[config.mk]
export PLATFORM = sky130hd
export DESIGN_NAME = accum_group_driver_flat
export DESIGN_NICKNAME = d
export VERILOG_FILES = /design/src/rtl/accum_group_driver_if.sv /design/src/rtl/accum_group_driver.sv /design/src/flat_wrapper.sv
export SDC_FILE = /design/constraint.sdc
export NUM_CORES = 1
export LEC_CHECK = 0
export CAP_MARGIN = 5
export CELL_PAD_IN_SITES_DETAIL_PLACEMENT = 0
export CELL_PAD_IN_SITES_GLOBAL_PLACEMENT = 1
export CORE_UTILIZATION = 39
export DETAILED_ROUTE_END_ITERATION = 8
export PLACE_DENSITY = 0.93
export SLEW_MARGIN = 10
export SYNTH_ARGS = -nofsm -noshare
export SYNTH_HDL_FRONTEND = slang
export SYNTH_SLANG_ARGS = --single-unit
[constraint.sdc]
create_clock -name clk -period 6 [get_ports clk]
set_clock_uncertainty 0.05 [all_clocks]
set_input_delay 0.6 -clock clk [delete_from_list [all_inputs] [get_ports clk]]
set_output_delay 0.6 -clock clk [all_outputs]
set_load 0.02 [all_outputs]
[src/rtl/accum_group_driver_if.sv]
// Bundles every signal of accum_group_driver except clock and reset.
// master: the driver's view. slave: the view of the surrounding
// control/DMA layer, operand memory and accumulator.
interface accum_group_driver_if #(
  parameter int WIDTH      = 32,
  parameter int ADDR_WIDTH = 16,
  parameter int LEN_WIDTH  = 16,
  parameter int TAG_WIDTH  = 8
);
  // Command channel
  logic                  cmd_valid;
  logic                  cmd_ready;
  logic [ADDR_WIDTH-1:0] cmd_base;
  logic [LEN_WIDTH-1:0]  cmd_len;
  // Operand memory read port
  logic                  mem_rd_en;
  logic [ADDR_WIDTH-1:0] mem_addr;
  logic [WIDTH-1:0]      mem_rd_data;
  // Operand stream to the accumulator
  logic [WIDTH-1:0]      ip;
  logic                  valid_in;
  logic                  end_of_group;
  logic                  ready;
  // Result return from the accumulator
  logic                  valid_out;
  logic [WIDTH-1:0]      result;
  // Tagged result and status
  logic                  res_valid;
  logic [WIDTH-1:0]      res_data;
  logic [TAG_WIDTH-1:0]  res_tag;
  logic [3:0]            outstanding;
  logic                  busy;
  logic                  err;

  modport master (
    input  cmd_valid, cmd_base, cmd_len, mem_rd_data, ready, valid_out, result,
    output cmd_ready, mem_rd_en, mem_addr, ip, valid_in, end_of_group,
           res_valid, res_data, res_tag, outstanding, busy, err
  );

  modport slave (
    output cmd_valid, cmd_base, cmd_len, mem_rd_data, ready, valid_out, result,
    input  cmd_ready, mem_rd_en, mem_addr, ip, valid_in, end_of_group,
           res_valid, res_data, res_tag, outstanding, busy, err
  );
endinterface

[src/rtl/accum_group_driver.sv]
// Group-input stream source for the FCBT accumulator. It accepts
// (base, len) commands, reads operands from a synchronous single-port
// memory through a 2-entry prefetch FIFO, streams them with end_of_group
// under ready backpressure, and tags the in-order results with a group
// sequence number.
module accum_group_driver #(
  parameter int WIDTH           = 32,
  parameter int ADDR_WIDTH      = 16,
  parameter int LEN_WIDTH       = 16,
  parameter int MAX_OUTSTANDING = 4,
  parameter int TAG_WIDTH       = 8
) (
  input logic                clk,
  input logic                rst,
  accum_group_driver_if.master bus
);

  localparam logic [3:0] MAX_OUT = 4'(MAX_OUTSTANDING);

  typedef enum logic [1:0] {IDLE, STREAM, DRAIN} state_t;

  state_t                state_q, state_nxt;
  logic [ADDR_WIDTH-1:0] addr_q;
  logic [LEN_WIDTH-1:0]  remain_q;
  logic                  rd_pend_q, rd_last_q;
  logic [WIDTH-1:0]      fifo_data [2];
  logic [1:0]            fifo_last;
  logic                  wr_ptr_q, rd_ptr_q;
  logic [1:0]            count_q;
  logic [3:0]            outstanding_q;
  logic [TAG_WIDTH-1:0]  tag_q;
  logic                  res_valid_q;
  logic [WIDTH-1:0]      res_data_q;
  logic [TAG_WIDTH-1:0]  res_tag_q;
  logic                  err_q;

  logic                  cmd_ready_c, rd_issue;
  logic                  cmd_fire, cmd_start, cmd_zero;
  logic                  fifo_valid, push, pop, eog_xfer;
  logic                  res_accept, res_drop, rd_is_last, rd_room;
  logic [2:0]            pipe_fill;

  // Handshake and bookkeeping terms shared by the FSM and the datapath.
  assign cmd_fire   = bus.cmd_valid && cmd_ready_c;
  assign cmd_start  = cmd_fire && (bus.cmd_len != '0);
  assign cmd_zero   = cmd_fire && (bus.cmd_len == '0);
  assign fifo_valid = (count_q != 2'd0);
  assign push       = rd_pend_q;
  assign pop        = fifo_valid && bus.ready;
  assign eog_xfer   = pop && fifo_last[rd_ptr_q];
  assign res_accept = bus.valid_out && ((outstanding_q != 4'd0) || eog_xfer);
  assign res_drop   = bus.valid_out && !res_accept;
  assign rd_is_last = (remain_q == LEN_WIDTH'(1));
  // Entries held plus reads whose data is still coming back, less the one
  // leaving this cycle; pop implies count_q >= 1, so this cannot underflow.
  assign pipe_fill  = {1'b0, count_q} + {2'b00, rd_pend_q} - {2'b00, pop};
  assign rd_room    = (pipe_fill < 3'd2);

  // State register.
  always_ff @(posedge clk) begin
    // NOTE: every register is assigned with <= so all flops sample the
    // pre-edge values together regardless of block or statement order.
    if (rst) state_q <= IDLE;
    else     state_q <= state_nxt;
  end

  // Next-state logic.
  always_comb begin
    // NOTE: the default assignment up front means every path assigns
    // state_nxt, so no latch is inferred.
    state_nxt = state_q;
    unique case (state_q)
      IDLE:    if (cmd_start)             state_nxt = STREAM;
      STREAM:  if (rd_issue && rd_is_last) state_nxt = DRAIN;
      DRAIN:   if (eog_xfer)              state_nxt = IDLE;
      default:                            state_nxt = IDLE;
    endcase
  end

  // FSM outputs: command acceptance and memory read strobe.
  always_comb begin
    cmd_ready_c = (state_q == IDLE) && (outstanding_q < MAX_OUT) && !rst;
    rd_issue    = (state_q == STREAM) && rd_room && !rst;
  end

  // Address and remaining-read counters, plus the read-in-flight marker.
  always_ff @(posedge clk) begin
    if (rst) begin
      addr_q    <= '0;
      remain_q  <= '0;
      rd_pend_q <= 1'b0;
      rd_last_q <= 1'b0;
    end else begin
      if (cmd_start) begin
        addr_q   <= bus.cmd_base;
        remain_q <= bus.cmd_len;
      end else if (rd_issue) begin
        addr_q   <= addr_q + ADDR_WIDTH'(1);
        remain_q <= remain_q - LEN_WIDTH'(1);
      end
      rd_pend_q <= rd_issue;
      rd_last_q <= rd_issue && rd_is_last;
    end
  end

  // Two-entry prefetch FIFO; flushing it on reset abandons a partial group.
  always_ff @(posedge clk) begin
    if (rst) begin
      // NOTE: the storage is only two words, so it is reset as well; that
      // keeps ip at zero out of reset instead of showing stale data.
      for (int i = 0; i < 2; i++) fifo_data[i] <= '0;
      fifo_last <= '0;
      wr_ptr_q  <= 1'b0;
      rd_ptr_q  <= 1'b0;
      count_q   <= 2'd0;
    end else begin
      if (push) begin
        fifo_data[wr_ptr_q] <= bus.mem_rd_data;
        fifo_last[wr_ptr_q] <= rd_last_q;
        wr_ptr_q            <= ~wr_ptr_q;
      end
      if (pop) rd_ptr_q <= ~rd_ptr_q;
      count_q <= count_q + {1'b0, push} - {1'b0, pop};
    end
  end

  // Outstanding-group count, tagged result register and sticky error.
  always_ff @(posedge clk) begin
    if (rst) begin
      outstanding_q <= 4'd0;
      tag_q         <= '0;
      res_valid_q   <= 1'b0;
      res_data_q    <= '0;
      res_tag_q     <= '0;
      err_q         <= 1'b0;
    end else begin
      unique case ({eog_xfer, res_accept})
        2'b10:   outstanding_q <= outstanding_q + 4'd1;
        2'b01:   outstanding_q <= outstanding_q - 4'd1;
        default: outstanding_q <= outstanding_q;
      endcase
      res_valid_q <= res_accept;
      if (res_accept) begin
        res_data_q <= bus.result;
        res_tag_q  <= tag_q;
        tag_q      <= tag_q + TAG_WIDTH'(1);
      end
      if (cmd_zero || res_drop) err_q <= 1'b1;
    end
  end

  assign bus.cmd_ready    = cmd_ready_c;
  assign bus.mem_rd_en    = rd_issue;
  assign bus.mem_addr     = addr_q;
  assign bus.ip           = fifo_data[rd_ptr_q];
  assign bus.valid_in     = fifo_valid;
  assign bus.end_of_group = fifo_last[rd_ptr_q];
  assign bus.res_valid    = res_valid_q;
  assign bus.res_data     = res_data_q;
  assign bus.res_tag      = res_tag_q;
  assign bus.outstanding  = outstanding_q;
  assign bus.busy         = (state_q != IDLE) || (outstanding_q != 4'd0);
  assign bus.err          = err_q;

endmodule

[src/flat_wrapper.sv]
// flat-port wrapper written by rule: the top's interface ports become plain ports
module accum_group_driver_flat 
#(
  parameter int WIDTH           = 32,
  parameter int ADDR_WIDTH      = 16,
  parameter int LEN_WIDTH       = 16,
  parameter int MAX_OUTSTANDING = 4,
  parameter int TAG_WIDTH       = 8
)
  (clk, rst, bus_cmd_valid, bus_cmd_base, bus_cmd_len, bus_mem_rd_data, bus_ready, bus_valid_out, bus_result, bus_cmd_ready, bus_mem_rd_en, bus_mem_addr, bus_ip, bus_valid_in, bus_end_of_group, bus_res_valid, bus_res_data, bus_res_tag, bus_outstanding, bus_busy, bus_err);
  accum_group_driver_if #(.WIDTH(WIDTH), .ADDR_WIDTH(ADDR_WIDTH), .LEN_WIDTH(LEN_WIDTH), .TAG_WIDTH(TAG_WIDTH)) bus_i ();
  input logic clk;
  input logic rst;
  input wire logic [$bits(bus_i.cmd_valid)-1:0] bus_cmd_valid;
  input wire logic [$bits(bus_i.cmd_base)-1:0] bus_cmd_base;
  input wire logic [$bits(bus_i.cmd_len)-1:0] bus_cmd_len;
  input wire logic [$bits(bus_i.mem_rd_data)-1:0] bus_mem_rd_data;
  input wire logic [$bits(bus_i.ready)-1:0] bus_ready;
  input wire logic [$bits(bus_i.valid_out)-1:0] bus_valid_out;
  input wire logic [$bits(bus_i.result)-1:0] bus_result;
  output wire logic [$bits(bus_i.cmd_ready)-1:0] bus_cmd_ready;
  output wire logic [$bits(bus_i.mem_rd_en)-1:0] bus_mem_rd_en;
  output wire logic [$bits(bus_i.mem_addr)-1:0] bus_mem_addr;
  output wire logic [$bits(bus_i.ip)-1:0] bus_ip;
  output wire logic [$bits(bus_i.valid_in)-1:0] bus_valid_in;
  output wire logic [$bits(bus_i.end_of_group)-1:0] bus_end_of_group;
  output wire logic [$bits(bus_i.res_valid)-1:0] bus_res_valid;
  output wire logic [$bits(bus_i.res_data)-1:0] bus_res_data;
  output wire logic [$bits(bus_i.res_tag)-1:0] bus_res_tag;
  output wire logic [$bits(bus_i.outstanding)-1:0] bus_outstanding;
  output wire logic [$bits(bus_i.busy)-1:0] bus_busy;
  output wire logic [$bits(bus_i.err)-1:0] bus_err;
  assign bus_i.cmd_valid = bus_cmd_valid;
  assign bus_i.cmd_base = bus_cmd_base;
  assign bus_i.cmd_len = bus_cmd_len;
  assign bus_i.mem_rd_data = bus_mem_rd_data;
  assign bus_i.ready = bus_ready;
  assign bus_i.valid_out = bus_valid_out;
  assign bus_i.result = bus_result;
  assign bus_cmd_ready = bus_i.cmd_ready;
  assign bus_mem_rd_en = bus_i.mem_rd_en;
  assign bus_mem_addr = bus_i.mem_addr;
  assign bus_ip = bus_i.ip;
  assign bus_valid_in = bus_i.valid_in;
  assign bus_end_of_group = bus_i.end_of_group;
  assign bus_res_valid = bus_i.res_valid;
  assign bus_res_data = bus_i.res_data;
  assign bus_res_tag = bus_i.res_tag;
  assign bus_outstanding = bus_i.outstanding;
  assign bus_busy = bus_i.busy;
  assign bus_err = bus_i.err;
  accum_group_driver #(.WIDTH(WIDTH), .ADDR_WIDTH(ADDR_WIDTH), .LEN_WIDTH(LEN_WIDTH), .MAX_OUTSTANDING(MAX_OUTSTANDING), .TAG_WIDTH(TAG_WIDTH)) u_core (.clk(clk), .rst(rst), .bus(bus_i));
endmodule
== Word level (Yosys, flattened, before mapping) ==
Memory sizes are Yosys's and may differ from the RTL's. A register that Yosys moved wholly into a read port is not among the register bits.
Index checks and enable logic that the tools add are counted.

* Logic and storage cells: 92
* Register bits: 96
* Input bits: 101
* Output and inout port bits: 99
* Memories kept: 1
* Memory bits (writable): 64

{| class="wikitable"
|+ Memories
! memory !! words !! bits a word !! read ports !! clocked after memory_dff !! wr ports !! line !! text
|-
| u_core.fifo_data || 2 || 32 || 1 || 1 || 2 || accum_group_driver.sv:26 || <nowiki>logic [WIDTH-1:0] fifo_data [2];</nowiki>
|}

* $add $sub $neg: 9
* Equality and inequality tests: 8
* Order comparisons: 5
* Reductions and logical operators: 28
* Bitwise logic cells: 2
* Multiplexer cells: 24

{| class="wikitable"
|+ Operators with widths
! cell !! count
|-
| 16-bit 2-to-1 mux || 4
|-
| 32-bit 2-to-1 mux || 1
|-
| 32-bit OR reduction || 1
|-
| 16-bit by 1-bit adder with 16-bit output, second input constant || 1
|-
| 16-bit by 1-bit equality test with 1-bit output, second input constant || 1
|-
| 16-bit zero test || 1
|-
| 16-bit nonzero test || 1
|-
| 16-bit by 1-bit subtractor with 16-bit output, second input constant || 1
|-
| 1-bit logical AND || 13
|-
| 1-bit 2-to-1 mux || 12
|-
| 8-bit by 1-bit adder with 8-bit output, second input constant || 1
|-
| 4-bit case mux with 2 select lines || 1
|-
| 2-bit nonzero test || 4
|-
| 2-bit 2-to-1 mux || 3
|-
| 2-bit by 1-bit inequality test with 1-bit output, second input constant || 3
|-
| 2-bit case mux with 3 select lines || 1
|-
| 4-bit by 1-bit adder with 4-bit output, second input constant || 1
|-
| 2-bit by 1-bit equality test with 1-bit output, second input constant || 2
|-
| 2-bit equality test, second input constant || 2
|-
| 1-bit by 2-bit less-than comparator with 1-bit output, second input constant || 2
|-
| 4-bit by 3-bit less-than comparator with 1-bit output, second input constant || 1
|-
| 4-bit nonzero test || 1
|-
| 4-bit by 1-bit subtractor with 4-bit output, second input constant || 1
|-
| 2-bit by 1-bit adder with 3-bit output || 1
|-
| 12 further kinds || 16
|}

== Longest topological paths before layout ==
Gate-level depths: netlist of run 1.

* Word-level depth: 9
* Gate-level depth with buffers: 12
* Mapped depth without buffers: 11

== Worst setup path after synthesis of run 1 ==
No wires, ideal clock.

* Path type: input to output
* Start point: input port bus_ready
* End point: output port bus_mem_rd_en
* Data required time: 5.350 ns
* Slack: 2.792 ns
* Data arrival time: 2.558 ns
* Stages: 9
* Buffers on the path: 1
* Cells stage by stage: o21a_1 -> ha_1 -> inv_1 -> ha_1 -> fa_1 -> nor4b_1 -> nand2_2 -> inv_2 -> buf_2

* Longest elaborated chain between the ends: 5

{| class="wikitable"
|+ RTL lines
! what !! line !! text
|-
| start, declared || flat_wrapper.sv:18 || <nowiki>input wire logic [$bits(bus_i.ready)-1:0] bus_ready;</nowiki>
|-
| 1-bit logical AND || accum_group_driver.sv:49 || <nowiki>assign pop = fifo_valid && bus.ready;</nowiki>
|-
| 3-bit by 1-bit subtractor with 3-bit output || accum_group_driver.sv:56 || <nowiki>assign pipe_fill = {1'b0, count_q} + {2'b00, rd_pend_q} - {2'b00, pop};</nowiki>
|-
| via u_core.pipe_fill[1] || accum_group_driver.sv:41 || <nowiki>logic [2:0] pipe_fill;</nowiki>
|-
| 3-bit by 2-bit less-than comparator with 1-bit output || accum_group_driver.sv:57 || <nowiki>assign rd_room = (pipe_fill < 3'd2);</nowiki>
|-
| 1-bit logical AND (2 in a row) || accum_group_driver.sv:83 || <nowiki>rd_issue = (state_q == STREAM) && rd_room && !rst;</nowiki>
|-
| end, declared || flat_wrapper.sv:22 || <nowiki>output wire logic [$bits(bus_i.mem_rd_en)-1:0] bus_mem_rd_en;</nowiki>
|}

The timed path passes the listed nets, and every way through them passes these cells.

== Worst setup path in the final report of run 1 ==
* Start point: input port bus_ready
* End point: output port bus_mem_rd_en

* Longest elaborated chain between the ends: 5

{| class="wikitable"
|+ RTL lines
! what !! line !! text
|-
| 1-bit logical AND || accum_group_driver.sv:49 ||
|-
| via u_core.pop || accum_group_driver.sv:39 || <nowiki>logic fifo_valid, push, pop, eog_xfer;</nowiki>
|-
| 3-bit by 1-bit subtractor with 3-bit output || accum_group_driver.sv:56 ||
|-
| via u_core.pipe_fill[1] || accum_group_driver.sv:41 ||
|-
| 3-bit by 2-bit less-than comparator with 1-bit output || accum_group_driver.sv:57 ||
|-
| 1-bit logical AND (2 in a row) || accum_group_driver.sv:83 ||
|}

The timed path passes the listed nets, and every way through them passes these cells.

==> summary.txt, run 1 <==
Status
  – Result of the run: completed

Synthesis
  – Number of distinct library cells after synthesis: 65
  – Number of nets in the synthesized netlist: 806
  – Mean Syn Cell Area: 10.2 µm²
  – Netlist Area Pre-Place: 7080 µm²
  – Number of flops mapped to enable cells by yosys: 64
  – Fraction of registers with async set/reset: 0%
  – Part of the Yosys area used for sequential elements: 54.6%
  – Number of register bits inferred by synthesis: 161
  – Warning count from the yosys run: 0
  – Instance count of the mapped netlist: 694
  – Post-synth top flop: sky130_fd_sc_hd__dfxtp_1

Worst setup path
  – Critical path arrival: 4250 ps
  – Reg-to-reg slack, setup: 2140 ps
  – Crit. End Element: output port
  – Worst EP required: 5350 ps
  – Crit path kind: input pin to output port
  – Category of the worst setup path launch point: input pin
  – Reg-to-reg startpoint: u_core.count_q[1]
  – Highest fanout seen on the critical path: 27
  – Reg-to-reg critical path endpoint: u_core.bus.mem_addr[0]
  – R2r worst-path depth: 12

GRT
  – Vias in the first global route: 5,299
  – Aggregate global routing overflow: 0
  – Largest net degree at the start of global routing: 52
  – Wire length of the first global-routing pass: 27,000 µm
  – Antenna violations before repair: 0
  – Total track usage: 18.5%

Cells and area
  – Post-synthesis to final-layout area growth: 38.8%
  – Filler cell count in the final layout: 1,591
  – Final nets: 993
  – Layout cell share with drive strength beyond 1: 9.06%
  – N_diodes: 0
  – Area of all placed cells without fillers: 9820 µm²

Floorplan
  – Height of the chip: 137 µm
  – Width of the die: 137 µm
  – Die outline area: 18,700 µm²
  – I/O Pins: 200
  – Row count: 48
  – Initial Util: 40.4%
  – Floorplan Core Area: 17,500 µm²

Clocking
  – Number of gates given a new drive strength after cts: 0
  – Clock Tree Root: sky130_fd_sc_hd__clkbuf_16
  – Clock latency reported for the late side of the worst-skew pair: 420 ps
  – Setup repair bufs after CTS: 0
  – Clk pin slew, worst setup/hold paths: 60 ps
  – TritonCTS clock tree: built
  – Number of levels the H-tree was split into: 4
  – Deepest clock path buffer count: 2
  – Clock Sink Count: 161
  – TritonCTS Buffers: 17
  – Count of hold-fix buffers inserted at cts: 0

Timing
  – Period Utilization, post-route: 81.7%
  – Unrepaired setup endpoints after global routing: no
  – Fin Hold WS: 402 ps
  – Slew @ Worst Pin: 1000 ps
  – Final number of max-transition violations: 0
  – TNS Setup: 0 ps
  – Post-route minimum period: 4900 ps
  – Setup violators final: 0
  – F_max: 0.204 GHz
  – Count of final hold-check violations: 0
  – Worst relative slew slack: 33.2%

Drt
  – Wire length reported by the detailed router: 17,100 µm
  – Via Count: 5,664
  – Vias/cell: 5.06
  – Total DRC errors in the routed layout: 0
  – Violation count after the first detailed-routing iteration: 363
  – First-pass DRT Iterations: 5
  – Wire length per cell: 15.3 µm
  – Antenna-violating nets left: 0

Placement
  – GPL Wtd Cong: 0.794
  – Buffers on Ports: 199
  – Area post-placement: 9220 µm²
  – Hpwl dp: 11,500 µm

Job
  – Max-cap check violation count: 0

Min path
  – End point of the worst hold path: u_core.bus.res_data[0]
  – Hold crit path type: register to register
  – Number of instances on the worst hold path: 2
  – HP Start: u_core.bus.res_data[0]

Pwr
  – Leakage dissipation: 3.54 nW
  – Total chip power: 3.09 mW
  – Pwr dens: 314 nW/µm²
  – Max rail drop VDD: 0.187 mV
-- registers in the layout, indices dropped and copies added (netlist names), 2 cells and up, named ones only --
| signal | cells |
|---|---|
| u_core.state_q | 2 |
| u_core.count_q | 2 |
| u_core.bus.mem_addr | 16 |
| u_core.tag_q | 8 |
| u_core.fifo_last | 2 |
| u_core.bus.res_data | 32 |
| u_core.fifo_data | 64 |
| u_core.bus.outstanding | 4 |
| u_core.bus.res_tag | 8 |
| u_core.remain_q | 16 |
-- per-layer routing --
| layer | GRT usage, % | wire length [µm] |
|---|---|---|
| met5 | 0 | 0 |
| met3 | 5.15 | 1220 |
| met2 | 29.3 | 8040 |
| met4 | 5.06 | 132 |
| met1 | 24.7 | 7750 |
-- layout make-up --
cell class	instances	area, µm²	share of cell area [%]
clock inverters	12	165	1.68
repair buffers	206	2040	20.8
clock buffers	20	437	4.45
flip-flops and latches	161	3860	39.3
inverters	18	67.6	0.688
multi-input cells	477	2970	30.2
well taps	225	282	2.87
-- synth_stat cells, drive strengths merged, types with 7 or more instances --
cell / n / area (µm²)
nand2: 106 / 400
and2: 66 / 413
buf: 13 / 78.8
xnor2: 8 / 70.1
nand4: 7 / 43.8
ha: 9 / 113
inv: 17 / 63.8
and3: 7 / 43.8
or3: 7 / 43.8
o21ai: 9 / 45.0
a21oi: 65 / 325
nor2: 40 / 158
dfxtp: 97 / 1940
nand3: 21 / 110
mux2: 34 / 383
clkbuf: 24 / 90.1
xor2: 9 / 78.8
edfxtp: 64 / 1920
nor4: 12 / 87.6
-- through the flow --
stage	cells	setup slack (ps)	util [%]
after CTS	1119	1160	56.0
final	1119	1100	56.0
after global routing	1119	885	56.0
after detailed placement	1087	1180	52.6
after global placement	1087	1320	52.6
after floorplan	694	2790	-
-- worst max path at each step --
stage,from,end,slack [ps],cells after the start
final,bus_ready,bus_mem_rd_en,1100,10
after global routing,bus_ready,bus_mem_rd_en,890,10
after CTS,bus_ready,bus_mem_rd_en,1160,10
after detailed placement,bus_ready,bus_mem_rd_en,1180,10
after global placement,bus_ready,bus_mem_rd_en,1320,10
after floorplan,bus_ready,bus_mem_rd_en,2790,9
-- power breakdown --
group / total [mW] / internal, mW / switching [mW]
clock network: 1.12 / 0.691 / 0.424
registers: 1.27 / 1.22 / 0.0513
logic: 0.701 / 0.350 / 0.351
-- kinds of logic (layout without fill, tap and decap cells) --
family | Yosys count | in the layout | synth area share (%)
AOI/OAI and AO/OA | 125 | 125 | 11.2
and+or+nand+nor | 290 | 290 | 21.1
muxes | 34 | 34 | 5.41
buffers and inverters | 56 | 256 | 3.48
xor gates and xnor gates | 17 | 17 | 2.10
DFF | 161 | 161 | 54.6
adders and majority gates | 11 | 11 | 2.16
-- critical path: stages --
cell and delay, ps:
sky130_fd_sc_hd__clkdlybuf4s50_1 500, sky130_fd_sc_hd__o21a_1 210, sky130_fd_sc_hd__ha_1 250, sky130_fd_sc_hd__inv_1 50
sky130_fd_sc_hd__ha_1 150, sky130_fd_sc_hd__fa_1 430, sky130_fd_sc_hd__nor4b_1 480, sky130_fd_sc_hd__nand2_2 460
sky130_fd_sc_hd__inv_2 430, sky130_fd_sc_hd__clkdlybuf4s50_1 680
-- layout by cell type, fill, tap and decap left out, types with 3 or more instances in the layout --
cell type / n
sky130_fd_sc_hd__a32oi_1: 4
sky130_fd_sc_hd__nor2_1: 39
sky130_fd_sc_hd__nor3_1: 4
sky130_fd_sc_hd__a22oi_1: 4
sky130_fd_sc_hd__dfxtp_1: 97
sky130_fd_sc_hd__ha_1: 9
sky130_fd_sc_hd__clkbuf_16: 17
sky130_fd_sc_hd__bufinv_16: 4
sky130_fd_sc_hd__edfxtp_1: 64
sky130_fd_sc_hd__clkdlybuf4s50_1: 198
sky130_fd_sc_hd__nand2_1: 105
sky130_fd_sc_hd__clkbuf_1: 3
sky130_fd_sc_hd__mux2_2: 34
sky130_fd_sc_hd__a22o_1: 3
sky130_fd_sc_hd__nand4_1: 7
sky130_fd_sc_hd__a31oi_1: 4
sky130_fd_sc_hd__a221oi_1: 3
sky130_fd_sc_hd__xnor2_1: 8
sky130_fd_sc_hd__nor4_1: 10
sky130_fd_sc_hd__nand3_1: 20
sky130_fd_sc_hd__or3_1: 7
sky130_fd_sc_hd__a21oi_1: 65
sky130_fd_sc_hd__nor2b_1: 4
sky130_fd_sc_hd__a31o_1: 3
sky130_fd_sc_hd__a211oi_1: 6
sky130_fd_sc_hd__buf_4: 7
sky130_fd_sc_hd__o21ai_0: 7
sky130_fd_sc_hd__and2_1: 66
sky130_fd_sc_hd__o311ai_0: 3
sky130_fd_sc_hd__xor2_1: 9
sky130_fd_sc_hd__clkinv_1: 4
sky130_fd_sc_hd__a21o_1: 3
sky130_fd_sc_hd__nand3b_1: 3
sky130_fd_sc_hd__and3_1: 7
sky130_fd_sc_hd__inv_1: 16
(Power assumes the default switching activity.)
==> inputs of run 2 (changes only) <==
- CORE_UTILIZATION: 39 -> 36
- PLACE_DENSITY: 0.93 -> 0.87
- clock period: 6 -> 5.1 ns (I/O delays scaled with it)
==> run 2 against run 1 <==
Final cell count is 3.2% higher; worst hold slack hardly changed; via count is 1.1% higher; count of clock-buffer cells in the layout is 3 lower; first-iteration DRC count is 29% lower; setup slack worse by 150 ps; flip-flop and latch count stayed put; die area is 8.2% higher; largest power group unchanged; critical path depth stayed put; combinational power is 19% higher.
==> summary.txt, run 2 (same netlist as run 1, synthesis figures left out) <==
Status
  – Result of the run: completed

Clocking
  – Count of hold-fix buffers inserted at cts: 0
  – Clock Sink Count: 161
  – Clock Tree Root: sky130_fd_sc_hd__clkbuf_16
  – Setup repair bufs after CTS: 0
  – TritonCTS clock tree: built
  – Clk pin slew, worst setup/hold paths: 60 ps
  – Number of gates given a new drive strength after cts: 0
  – Clock latency reported for the late side of the worst-skew pair: 420 ps
  – Number of levels the H-tree was split into: 4
  – TritonCTS Buffers: 17
  – Deepest clock path buffer count: 2

Cells and area
  – Layout cell share with drive strength beyond 1: 9.83%
  – Leading cell types in the layout, fill and taps excluded: 198 x sky130_fd_sc_hd__clkdlybuf4s50_1, 105 x sky130_fd_sc_hd__nand2_1, 97 x sky130_fd_sc_hd__dfxtp_1, 66 x sky130_fd_sc_hd__and2_1, 65 x sky130_fd_sc_hd__a21oi_1
  – Area of combinational cells with multiple inputs: 2970 µm²
  – Post-synthesis to final-layout area growth: 40.1%
  – Flip-flop count of the largest register after layout: 64
  – N_diodes: 0
  – Most common library cell in the layout ignoring fill and taps: sky130_fd_sc_hd__clkdlybuf4s50_1
  – Non-filler cells, final: 1,155
  – Largest Register: u_core.fifo_data
  – Filler cell count in the final layout: 1,714
  – Final nets: 994
  – Sequential cell area: 3860 µm²

GRT
  – Aggregate global routing overflow: 0
  – Wire length of the first global-routing pass: 28,600 µm
  – Largest net degree at the start of global routing: 78
  – Antenna violations before repair: 0
  – Vias in the first global route: 5,575
  – Total track usage: 18.0%

Pwr
  – Share of total power consumed by net switching: 27.8%
  – Relative contribution of the clock network to total power: 37.4%
  – Leakage dissipation: 3.57 nW
  – Net switching power: 1.03 mW
  – Total chip power: 3.72 mW
  – Pwr dens: 375 nW/µm²
  – Max rail drop VDD: 0.307 mV
  – Gate power share: 22.4%
  – Cell-internal power: 2.68 mW
  – Sequential power share: 40.2%

Timing
  – Setup violators final: 0
  – TNS Setup: 0 ps
  – Period Utilization, post-route: 81.4%
  – Slew @ Worst Pin: 1020 ps
  – Post-route minimum period: 4150 ps
  – Fin Hold WS: 402 ps
  – Unrepaired setup endpoints after global routing: no
  – Count of final hold-check violations: 0
  – F_max: 0.241 GHz
  – Worst relative slew slack: 31.7%
  – Worst Slack Setup Final: 946 ps
  – Final number of max-transition violations: 0

Worst setup path
  – Reg-to-reg slack, setup: 1810 ps
  – Highest fanout seen on the critical path: 18
  – Critical path arrival: 3590 ps
  – Crit. End Element: output port
  – Worst EP required: 4540 ps
  – Category of the worst setup path launch point: input pin
  – Crit path kind: input pin to output port
  – Reg-to-reg critical path endpoint: u_core.bus.mem_addr[0]
  – Reg-to-reg startpoint: u_core.count_q[1]
  – R2r worst-path depth: 12

Floorplan
  – Width of the die: 142 µm
  – Floorplan Core Area: 19,000 µm²
  – Row count: 50
  – Height of the chip: 142 µm
  – Initial Util: 37.3%
  – I/O Pins: 200
  – Die outline area: 20,200 µm²

Drt
  – First-pass DRT Iterations: 4
  – Wire length reported by the detailed router: 17,600 µm
  – Total DRC errors in the routed layout: 0
  – Via Count: 5,724
  – Violation count after the first detailed-routing iteration: 258
  – Wire length per cell: 15.3 µm
  – Antenna-violating nets left: 0
  – Vias/cell: 4.96

Placement
  – Hpwl dp: 11,800 µm
  – Post-place setup slack: 929 ps
  – GPL Wtd Cong: 0.772
  – Post-placement cell count: 1,123
  – Buffers on Ports: 199

Min path
  – End point of the worst hold path: u_core.bus.res_tag[4]
  – HP Start: u_core.bus.res_tag[4]
  – Number of instances on the worst hold path: 2
  – Hold crit path type: register to register

Job
  – Max-cap check violation count: 0
[run 2: changes by cell type in the layout (fill, tap and decap cells not counted)]
| cell | change |
|---|---|
| sky130_fd_sc_hd__clkinvlp_4 | -1 |
| sky130_fd_sc_hd__inv_6 | +5 |
| sky130_fd_sc_hd__clkinv_2 | -2 |
| sky130_fd_sc_hd__clkinv_1 | -3 |
| sky130_fd_sc_hd__inv_8 | +2 |
| sky130_fd_sc_hd__clkinv_4 | +2 |
| sky130_fd_sc_hd__buf_4 | +1 |
| sky130_fd_sc_hd__clkbuf_1 | -3 |
[run 2: how the worst max path moves through the flow]
stage,start,end,depth (start not counted)
after detailed placement,bus_ready,bus_mem_rd_en,10
final,bus_ready,bus_mem_rd_en,10
after global placement,bus_ready,bus_mem_rd_en,10
after CTS,bus_ready,bus_mem_rd_en,10
after floorplan,bus_ready,bus_mem_rd_en,9
after global routing,bus_ready,bus_mem_rd_en,10
[run 2: per-stage QoR]
stage	utilization (%)	instance area [µm²]
after floorplan	-	7080
after global routing	52.3	9920
after CTS	52.3	9920
after global placement	48.9	9270
after detailed placement	48.9	9270
final	52.3	9920
[run 2: cell type report]
| cell class | instances | area share [%] |
|---|---|---|
| Tap cell | 260 | 3.28 |
| Sequential cell | 161 | 39.0 |
| Clock buffer | 17 | 4.29 |
| Clock inverter | 15 | 2.22 |
| Multi-Input combinational cell | 477 | 29.9 |
| Timing Repair Buffer | 207 | 20.6 |
| Inverter | 18 | 0.681 |
[run 2: power by group through the flow]
stage | Combinational [mW] | Clock, mW | Sequential [mW]
6_report | 0.832 | 1.39 | 1.49
5_1_grt | 0.901 | 1.48 | 1.50
4_1_cts | 0.841 | 1.43 | 1.49
3_5_place_dp | 0.836 | 0 | 1.52
3_3_place_gp | 0.830 | 0 | 1.52
2_1_floorplan | 0.485 | 0 | 1.52
[run 2: worst max-delay path, cell delays in order]
cell and delay (ps):
sky130_fd_sc_hd__clkdlybuf4s50_1 490, sky130_fd_sc_hd__o21a_1 220, sky130_fd_sc_hd__ha_1 250, sky130_fd_sc_hd__inv_1 60, sky130_fd_sc_hd__ha_1 160, sky130_fd_sc_hd__fa_1 440, sky130_fd_sc_hd__nor4b_1 400, sky130_fd_sc_hd__nand2_2 100
sky130_fd_sc_hd__inv_2 290, sky130_fd_sc_hd__clkdlybuf4s50_1 680
[run 2: metal layers]
layer,GRT usage [%],wire [µm],vias up
li1,-,-,2827
met1,23.3,7990,2731
met2,29.2,8330,153
met4,5.26,159,0
met5,0,0,-
met3,5.18,1160,13
==> edit (config.mk and constraints of run 2) <==
`WIDTH` is set to 32 in 3 places; all go to 48.
--- a/src/rtl/accum_group_driver_if.sv
+++ b/src/rtl/accum_group_driver_if.sv
@@ -2,7 +2,7 @@
 // master: the driver's view. slave: the view of the surrounding
 // control/DMA layer, operand memory and accumulator.
 interface accum_group_driver_if #(
-  parameter int WIDTH      = 32,
+  parameter int WIDTH      = 48,
   parameter int ADDR_WIDTH = 16,
   parameter int LEN_WIDTH  = 16,
   parameter int TAG_WIDTH  = 8
--- a/src/rtl/accum_group_driver.sv
+++ b/src/rtl/accum_group_driver.sv
@@ -4,7 +4,7 @@
 // under ready backpressure, and tags the in-order results with a group
 // sequence number.
 module accum_group_driver #(
-  parameter int WIDTH           = 32,
+  parameter int WIDTH           = 48,
   parameter int ADDR_WIDTH      = 16,
   parameter int LEN_WIDTH       = 16,
   parameter int MAX_OUTSTANDING = 4,
--- a/src/flat_wrapper.sv
+++ b/src/flat_wrapper.sv
@@ -1,7 +1,7 @@
 // flat-port wrapper written by rule: the top's interface ports become plain ports
 module accum_group_driver_flat 
 #(
-  parameter int WIDTH           = 32,
+  parameter int WIDTH           = 48,
   parameter int ADDR_WIDTH      = 16,
   parameter int LEN_WIDTH       = 16,
   parameter int MAX_OUTSTANDING = 4,
Ports: changed (resized bus_ip, bus_mem_rd_data, bus_res_data and bus_result); port bits go from 200 to 264. The function was not compared with the original's and may differ.
==> edit against run 2 <==
Synthesized area up 26%. Wire length up 28%. Power up 23%. Fmax up 2.7%. Worst setup slack better by 110 ps. Sequential power up 30%. Final area up 27%. Clock power up 15%. Sequential cell count up 48. Largest power group unchanged. Highest routed layer unchanged.
==> edit: results (changes against run 2) <==
* Reg2Reg Depth at 10 (was 12)
* Worst VDD drop at 193.4 µV (was 307.0 µV)
* Slew @ Worst Pin at 1031 ps (was 1025 ps)
* Worst r2r dst: u_core.remain_q[13] (was u_core.bus.mem_addr[0])
* M1 wire length at 9803 µm (was 7985 µm)
* Inserted Clock Buffers at 24 (was 17)
* Placed cells at 1399 (was 1123)
* Detailed-route via count at 7097 (was 5724)
* CP max FO at 13 (was 18)
* DRT iter0 DRCs at 366 (was 258)
* R2r setup slk at 1900 ps (was 1810 ps)
* Clock buffer depth at 3 (was 2)
* Clk_lat worst skew at 510 ps (was 420 ps)
* GR Util All Layers at 17.42% (was 18.05%)
* Post-synth net total at 995 (was 806)
* Synth top area cells: edfxtp_1 32%, dfxtp_1 25%, and2_1 6.8%, mux2_2 6.2%, nand2_1 5.8% (was dfxtp_1 27%, edfxtp_1 27%, and2_1 5.8%, nand2_1 5.6%, mux2_2 5.4%)
* Fraction of layout cells with a size suffix above 1 at 9.839% (was 9.832%)
* Netlist cell types at 54 (was 65)
* Synth cell count leaders: 137 x nand2_1, 113 x dfxtp_1, 97 x and2_1 (was 105 x nand2_1, 97 x dfxtp_1, 66 x and2_1)
* Max reg flops at 96 (was 64)
* Metal2 WL at 10580 µm (was 8327 µm)
* Lkg Pwr at 4.498 nW (was 3.570 nW)
* Gpl congestion at 0.7735 (was 0.7717)
* Status: finished, final reports clean (unchanged)
* Hold path endpoint: u_core.bus.outstanding[2] (was u_core.bus.res_tag[4])
edit: cell types whose count changed after synthesis, sizes merged, moves of 5 or more:
cell | before | now
or3 | 7 | 12
nand2 | 106 | 137
clkbuf | 24 | 39
nand4 | 7 | 13
nand3 | 21 | 13
a21oi | 65 | 88
and2 | 66 | 97
nor3 | 4 | 12
dfxtp | 97 | 113
mux2 | 34 | 49
edfxtp | 64 | 96
edit: cell families (layout without fill, tap and decap cells):
family / after synthesis / count (layout) / share of synthesized area [%]
AOI/OAI and AO/OA: 143 / 143 / 9.525
xor gates and xnor gates: 20 / 20 / 1.961
and+or+nand+nor: 354 / 354 / 20.11
DFF: 209 / 209 / 57.60
buffers and inverters: 65 / 332 / 2.914
muxes: 49 / 49 / 6.177
adders and majority gates: 11 / 11 / 1.709
edit: layout make-up:
cell class                      instances  area, µm²  area share (%)
Clock buffer                           29      671.9           5.336
Clock inverter                         14      73.82          0.5862
Inverter                               17      63.81          0.5068
Multi-Input combinational cell        577       3533           28.06
Sequential cell                       209       5146           40.87
Tap cell                              324      405.4           3.219
Timing Repair Buffer                  272       2698           21.42
edit: where the power goes:
part	switching, mW	internal, mW	total, mW
sequential	0.0588	1.87	1.93
clock	0.669	0.934	1.60
combinational	0.521	0.512	1.03
total	1.25	3.32	4.56
edit: per-layer routing:
metal | up-vias | global-route usage [%]
li1 | 3495 | -
met5 | - | 0
met4 | 0 | 5.463
met2 | 202 | 28.11
met3 | 42 | 4.011
met1 | 3358 | 23.11
edit: per-stage QoR:
step	hold slack, ps	worst slack (ps)
6_report	369.1	1057
5_1_grt	383.9	873.6
4_1_cts	360.2	1045
3_5_place_dp	395.5	1076
3_3_place_gp	390.7	1164
2_1_floorplan	375.4	2047
